$ cat src/rtl/picobello_fixture_pkg.sv
// picobello_fixture_pkg: shared types and helpers for the picobello boot fixture
package picobello_fixture_pkg;
  typedef enum logic [1:0] {
    BOOT_IDLE     = 2'd0,
    BOOT_SD       = 2'd1,
    BOOT_AUTO     = 2'd2,
    BOOT_AUTO_ALT = 2'd3
  } boot_mode_e;
  typedef enum logic [1:0] {
    PREL_JTAG  = 2'd0,
    PREL_SLINK = 2'd1,
    PREL_UART  = 2'd2,
    PREL_RSVD  = 2'd3
  } preload_mode_e;
  typedef enum logic [3:0] {
    S_IDLE,
    S_RST,
    S_PRELOAD,
    S_POLL_WAIT,
    S_POLL_REQ,
    S_POLL_RSP,
    S_UART_DRAIN,
    S_DONE,
    S_ERROR
  } state_e;
  localparam int unsigned EocBit = 0;
  function automatic logic [2:0] prel_onehot(input preload_mode_e m);
    return (m == PREL_RSVD) ? 3'b000 : (3'b001 << m);
  endfunction
endpackage

$ cat src/rtl/picobello_fixture_cnt.sv
// picobello_fixture_cnt: loadable down-counter that saturates at zero
module picobello_fixture_cnt #(
  parameter int unsigned W = 8
) (
  input  logic         clk_i,
  input  logic         rst_ni,
  input  logic         load_i,
  input  logic         en_i,
  input  logic [W-1:0] val_i,
  output logic         zero_o
);
  logic [W-1:0] cnt_q;
  assign zero_o = cnt_q == '0;
  always_ff @(posedge clk_i) begin
    cnt_q <= !rst_ni ? '0 : load_i ? val_i : (en_i && !zero_o) ? cnt_q - 1'b1 : cnt_q;
  end
endmodule

$ cat src/rtl/picobello_boot_fixture.sv
// picobello_boot_fixture: reset, boot-strap, preload and EOC-poll sequencer for the picobello fixture
module picobello_boot_fixture
  import picobello_fixture_pkg::*;
#(
  parameter int unsigned RstCycles    = 16,
  parameter int unsigned PollInterval = 64,
  parameter int unsigned ExitW        = 32
) (
  input  logic             clk_i,
  input  logic             rst_ni,
  input  logic             start_i,
  input  logic [1:0]       boot_mode_i,
  input  logic [1:0]       preload_mode_i,
  output logic             soc_rst_no,
  output logic [1:0]       boot_mode_o,
  output logic [2:0]       prel_req_o,
  input  logic [2:0]       prel_done_i,
  output logic             poll_req_o,
  output logic [1:0]       poll_chan_o,
  input  logic             poll_gnt_i,
  input  logic             poll_rvalid_i,
  input  logic [31:0]      poll_rdata_i,
  input  logic             uart_busy_i,
  output logic             done_o,
  output logic             error_o,
  output logic [ExitW-1:0] exit_code_o
);
  localparam int unsigned CntMax = RstCycles > PollInterval ? RstCycles : PollInterval;
  localparam int unsigned CntW   = $clog2(CntMax) + 1;
  state_e        state_q;
  preload_mode_e pmode_q;
  logic          start_ok;
  logic          rsp_hit;
  logic          eoc;
  logic          to_wait;
  logic          cnt_load;
  logic          cnt_en;
  logic          cnt_zero;
  logic [CntW-1:0] cnt_val;
  always_comb begin
    start_ok = start_i && (state_q == S_IDLE || state_q == S_DONE || state_q == S_ERROR);
    rsp_hit  = poll_rvalid_i && ((state_q == S_POLL_REQ && poll_gnt_i) || state_q == S_POLL_RSP);
    eoc      = poll_rdata_i[EocBit];
    to_wait  = (state_q == S_RST && cnt_zero && boot_mode_o[1]) ||
               (state_q == S_PRELOAD && prel_done_i[pmode_q]) ||
               (rsp_hit && !eoc);
    cnt_load = start_ok || to_wait;
    cnt_en   = state_q == S_RST || state_q == S_POLL_WAIT;
    cnt_val  = start_ok ? CntW'(RstCycles - 1) : CntW'(PollInterval - 1);
  end
  picobello_fixture_cnt #(.W(CntW)) i_cnt (
    .clk_i  (clk_i),
    .rst_ni (rst_ni),
    .load_i (cnt_load),
    .en_i   (cnt_en),
    .val_i  (cnt_val),
    .zero_o (cnt_zero)
  );
  always_ff @(posedge clk_i) begin
    if (!rst_ni) begin
      state_q     <= S_IDLE;
      pmode_q     <= PREL_JTAG;
      soc_rst_no  <= 1'b0;
      boot_mode_o <= 2'd0;
      prel_req_o  <= 3'd0;
      poll_req_o  <= 1'b0;
      poll_chan_o <= 2'd0;
      done_o      <= 1'b0;
      error_o     <= 1'b0;
      exit_code_o <= '0;
    end else if (start_ok) begin
      state_q     <= S_RST;
      boot_mode_o <= boot_mode_i;
      pmode_q     <= preload_mode_e'(preload_mode_i);
      soc_rst_no  <= 1'b0;
      done_o      <= 1'b0;
      error_o     <= 1'b0;
      exit_code_o <= '0;
    end else begin
      if (rsp_hit && eoc) exit_code_o <= ExitW'(poll_rdata_i >> 1);
      case (state_q)
        S_RST: if (cnt_zero) begin
          soc_rst_no <= 1'b1;
          if (boot_mode_o == BOOT_SD || (boot_mode_o == BOOT_IDLE && pmode_q == PREL_RSVD)) begin
            state_q <= S_ERROR;
            error_o <= 1'b1;
          end else if (boot_mode_o == BOOT_IDLE) begin
            state_q     <= S_PRELOAD;
            prel_req_o  <= prel_onehot(pmode_q);
            poll_chan_o <= pmode_q;
          end else begin
            state_q     <= S_POLL_WAIT;
            poll_chan_o <= 2'd0;
          end
        end
        S_PRELOAD: if (prel_done_i[pmode_q]) begin
          prel_req_o <= 3'd0;
          state_q    <= S_POLL_WAIT;
        end
        S_POLL_WAIT: if (cnt_zero) begin
          poll_req_o <= 1'b1;
          state_q    <= S_POLL_REQ;
        end
        S_POLL_REQ: if (poll_gnt_i) begin
          poll_req_o <= 1'b0;
          state_q    <= !rsp_hit ? S_POLL_RSP : eoc ? S_UART_DRAIN : S_POLL_WAIT;
        end
        S_POLL_RSP: if (rsp_hit) state_q <= eoc ? S_UART_DRAIN : S_POLL_WAIT;
        S_UART_DRAIN: if (!uart_busy_i) begin
          done_o  <= 1'b1;
          state_q <= S_DONE;
        end
        default: ;
      endcase
    end
  end
endmodule

$ cat config.mk
export PLATFORM = sky130hd
export DESIGN_NAME = picobello_boot_fixture
export DESIGN_NICKNAME = d
export VERILOG_FILES = /design/src/rtl/picobello_fixture_pkg.sv /design/src/rtl/picobello_fixture_cnt.sv /design/src/rtl/picobello_boot_fixture.sv
export SDC_FILE = /design/constraint.sdc
export NUM_CORES = 1
export LEC_CHECK = 0
export CORE_MARGIN = 2
export CORE_UTILIZATION = 40
export DETAILED_ROUTE_END_ITERATION = 7
export GPL_TIMING_DRIVEN = 0
export PLACE_DENSITY = 0.87
export RECOVER_POWER = 25
export SYNTH_ARGS = -nofsm -noshare
export SYNTH_HDL_FRONTEND = slang
export SYNTH_SLANG_ARGS = --single-unit
$ cat constraint.sdc
create_clock -name clk_i -period 1.6 [get_ports clk_i]
set_input_delay 0.4 -clock clk_i [delete_from_list [all_inputs] [get_ports clk_i]]
set_output_delay 0.4 -clock clk_i [all_outputs]
set_load 0.05 [all_outputs]
==> results of run 1 <==
repair_timing:
action | in CTS | in global routing
hold buffers | 0 | 0
pin swaps | 9 | 17
cloned | 0 | 3
setup endpoints to repair | 90 | 88
gates resized for setup | 98 | 112
setup buffers | 11 | 16
final cells by class:
cell class	instances	area share, %
Sequential cell	55	28.1
Clock inverter	2	0.972
Tap cell	75	2.35
Buffer	19	4.45
Multi-Input combinational cell	213	35.4
Inverter	6	0.565
Clock buffer	6	2.07
Timing Repair Buffer	115	26.1
routing by layer:
metal  GRT usage, %  vias up
li1               -     1247
met1           23.7     1209
met2           37.5      134
met3           6.92       23
met4           6.00        0
met5              0        -
tightest hold or removal path, stage by stage (launching register included):
cell	delay (ns)
sky130_fd_sc_hd__dfxtp_1	0.32
sky130_fd_sc_hd__nand2_1	0.05
sky130_fd_sc_hd__a21oi_1	0.05
registers in the layout, indices dropped and copies added (netlist names):
signal       cells
exit_code_o     31
i_cnt.cnt_q      7
state_q          4
prel_req_o       3
boot_mode_o      2
pmode_q          2
poll_chan_o      2
done_o           1
error_o          1
poll_req_o       1
soc_rst_no       1
cell usage after synthesis (all sizes together) (2+ instances only):
master  count
nor3        3
clkbuf     12
mux2i       6
and4        2
nor2b      10
o41ai       2
inv         6
dfxtp      55
nand3b      3
nor2       17
and2        2
buf         9
a21oi      39
xor2        4
a31oi       3
nand2      72
o21ai       7
nand2b      2
a21boi      8
a22oi       2
nand4       2
nand3       7
path summary, 6_finish.rpt:
path                        start              end  slack [ns]
hold reg to reg   exit_code_o[29]  exit_code_o[29]        0.46
setup / recovery       state_q[3]       state_q[0]       -0.09
setup reg to reg       state_q[3]       state_q[0]       -0.09
hold / removal    exit_code_o[29]  exit_code_o[29]        0.46
report_power, final:
| part | total, uW | leakage [uW] | switching [uW] | internal [uW] |
|---|---|---|---|---|
| Sequential | 1530 | 0.000450 | 84.5 | 1440 |
| Combinational | 1220 | 0.00103 | 636 | 580 |
| Clock | 986 | 0.0000618 | 470 | 516 |
per-stage QoR:
step	TNS [ns]	hold WS (ns)	worst slack, ns
after floorplan	0	0.500	0.00180
after global placement	-25.25	0.440	-0.657
after detailed placement	-26.00	0.445	-0.682
after CTS	0	0.457	0.000780
after global routing	-3.32	0.480	-0.175
final	-0.983	0.458	-0.0889
cells by family (layout without fill, tap and decap cells):
logic type / count (synthesis) / after routing / share of synthesized area [%]
and+or+nand+nor: 128 / 128 / 25.0
AOI/OAI and AO/OA: 72 / 72 / 19.5
DFF: 55 / 55 / 45.6
buffers and inverters: 27 / 148 / 4.97
muxes: 6 / 6 / 2.49
xor gates and xnor gates: 5 / 5 / 1.81
adders and majority gates: 1 / 1 / 0.518
other: 1 / 1 / 0.155
==> out/summary.log, run 1 <==
qor: placement.dp.final_hpwl 4650 um
qor: placement.post_place_cell_area 0.00338 mm2
qor: timing.timing_max_transition_violations_final 0
qor: routing.first_iter_violations 217
qor: routing.remaining_drc_errors 0
qor: layout.multiInputGateArea 0.00141 mm2
qor: timing.finalCritPeriodShare 106%
qor: setup_path.slowest_stage sky130_fd_sc_hd__dfxtp_4
qor: die.core 0.00589 mm2
qor: worst_hold_path.worstHoldPathType reg2reg
qor: clocking.cts_tree yes
qor: setup_path.r2r_cells 7
qor: routing.dr_total_vias 2,613
qor: placement.portBuffers 85
qor: power_and_ir_drop.post-layout-total-power 3730 uW
qor: logic_synthesis.post_synth_instance_area 0.00241 mm2
qor: routing.detailroute.wirelength.met3 653 um
qor: clocking.cts_sinks 55
qor: logic_synthesis.yosysUniqueCellTypes 51
qor: layout.fin_cells 491
qor: power_and_ir_drop.power-per-cell-area 935 mW/mm2
qor: layout.num-fill-cells 463
qor: routing.drt-wirelength-per-cell 15.9 um
qor: clocking.cts-root-to-sink-buffers 2
qor: layout.final_design_area_no_fill 0.00399 mm2
qor: logic_synthesis.synth_edf_count 0
qor: clocking.cts_root_buf sky130_fd_sc_hd__clkbuf_8
qor: layout.drive_gt1_share 30.5%
qor: die.die_h 81.7 um
qor: flow_run.cap_viol_max_count 0
qor: logic_synthesis.postSynth.topFlopCell sky130_fd_sc_hd__dfxtp_1
qor: outcome.failed_checks setup timing
qor: routing.detail_route.first_pass.iterations 4
qor: timing.final_period_minus_worst_setup_slack 1.69 ns
qor: layout.commonest_non_fill_non_tap_cell_in_the_layout sky130_fd_sc_hd__nand2_1
qor: setup_path.timing.critical_path.cells buf_8 > nor3b_4 > and3_4 > o221a_4 > buf_4 > o21ai_0 > a21oi_1
qor: logic_synthesis.synth_seq_area_share 45.6%
qor: setup_path.cp_endpoint_kind register
qor: global_routing.grt.overflow.total 0
qor: timing.setup_viol_count_final 35
qor: logic_synthesis.ys_async_sr_fraction 0%
qor: timing.setup_ws -0.0889 ns
qor: routing.detail_route.wirelength.met1 3010 um
qor: logic_synthesis.synth_area_leaders sky130_fd_sc_hd__dfxtp_1 (46%), sky130_fd_sc_hd__nand2_1 (11%), sky130_fd_sc_hd__a21oi_1 (8.1%), sky130_fd_sc_hd__nor2_1 (2.6%), sky130_fd_sc_hd__nor2b_1 (2.6%)
qor: global_routing.grt_pass1_vias 2,439
qor: clocking.clock_latency_at_the_later_pin_of_the_worst_skew_pair 0.31 ns
qor: routing.totalWireLength 7790 um
qor: routing.antenna_violating_nets_left 0
qor: timing.setup_repair_after_global_routing_missed_its_margin yes
qor: setup_path.timing.critical_path.required 1.85 ns
qor: logic_synthesis.postSynthRegisterBits 55
qor: logic_synthesis.postSynthCellCount 295
qor: logic_synthesis.synthesis.nets 341
qor: setup_path.path_buf_inv 2
qor: placement.place.detailed.instances 455
qor: global_routing.grt_first_pass_wirelength 10,900 um
qor: die.rows 28
qor: timing.report.final.hold_viol_count 0
qor: layout.final_cell_mix sky130_fd_sc_hd__nand2_1 (68), sky130_fd_sc_hd__dfxtp_1 (47), sky130_fd_sc_hd__clkdlybuf4s50_1 (39)
qor: die.die_area 0.00667 mm2
qor: placement.finalWeightedCongestion 0.881
qor: layout.ff_latch_area 0.00112 mm2
qor: routing.uppermost_routed_layer met4
qor: global_routing.grt_start_max_net_pins 18
qor: timing.fmax 592 MHz
qor: setup_path.crit_cells 7
qor: setup_path.critical_path.max_stage_delay 0.37 ns
qor: clocking.worst_setup_hold_path_clk_slew 0.10 ns
qor: logic_synthesis.synthesis.yosys.warnings 0
qor: global_routing.grtUsageTotal 20.9%
qor: die.initial_cell_density_of_the_core 41.0%
qor: setup_path.critical_path_class reg2reg
qor: logic_synthesis.synth_largest_area_cell sky130_fd_sc_hd__dfxtp_1
qor: logic_synthesis.avgSynthCellArea 8.19 um2
qor: logic_synthesis.post-synth-top-area-fraction 45.6%
qor: clocking.htree_num_levels 2
qor: global_routing.grt_antenna_before_repair 0
qor: routing.met2WireLength 3950 um
qor: power_and_ir_drop.static-leakage-power 0.00154 uW
qor: layout.nets 461
qor: timing.fin_worst_skew 0.0108 ns
qor: outcome.status complete, but fails checks
qor: setup_path.cp-start-kind register
qor: layout.utilization 67.8%
qor: setup_path.critPathArrivalTime 1.94 ns
qor: worst_hold_path.holdPathStages 2
qor: layout.num_antenna_cells 0
qor: layout.area_growth_syn_to_layout 65.2%
qor: die.boundaryPins 88
qor: setup_path.crit_family simple AND/OR/NAND/NOR gates
qor: die.die_width 81.7 um
qor: power_and_ir_drop.irDropWorstVdd 0.000548 V
qor: routing.avgViaCountPerCell 5.32
qor: setup_path.worst-path-max-fanout 7
qor: clocking.cts_made_buffers 5
Power figures use the tool's default switching activity.
==> run 2, diff against run 1 <==
--- a/config.mk
+++ b/config.mk
@@ -5,6 +5,7 @@
 export SDC_FILE = /design/constraint.sdc
 export NUM_CORES = 1
 export LEC_CHECK = 0
+export ABC_CLOCK_PERIOD_IN_PS = 1600
 export CORE_MARGIN = 2
 export CORE_UTILIZATION = 40
 export DETAILED_ROUTE_END_ITERATION = 7
==> results of run 2 <==
No change in the layout: final DEF, timing and power equal those of run 1.
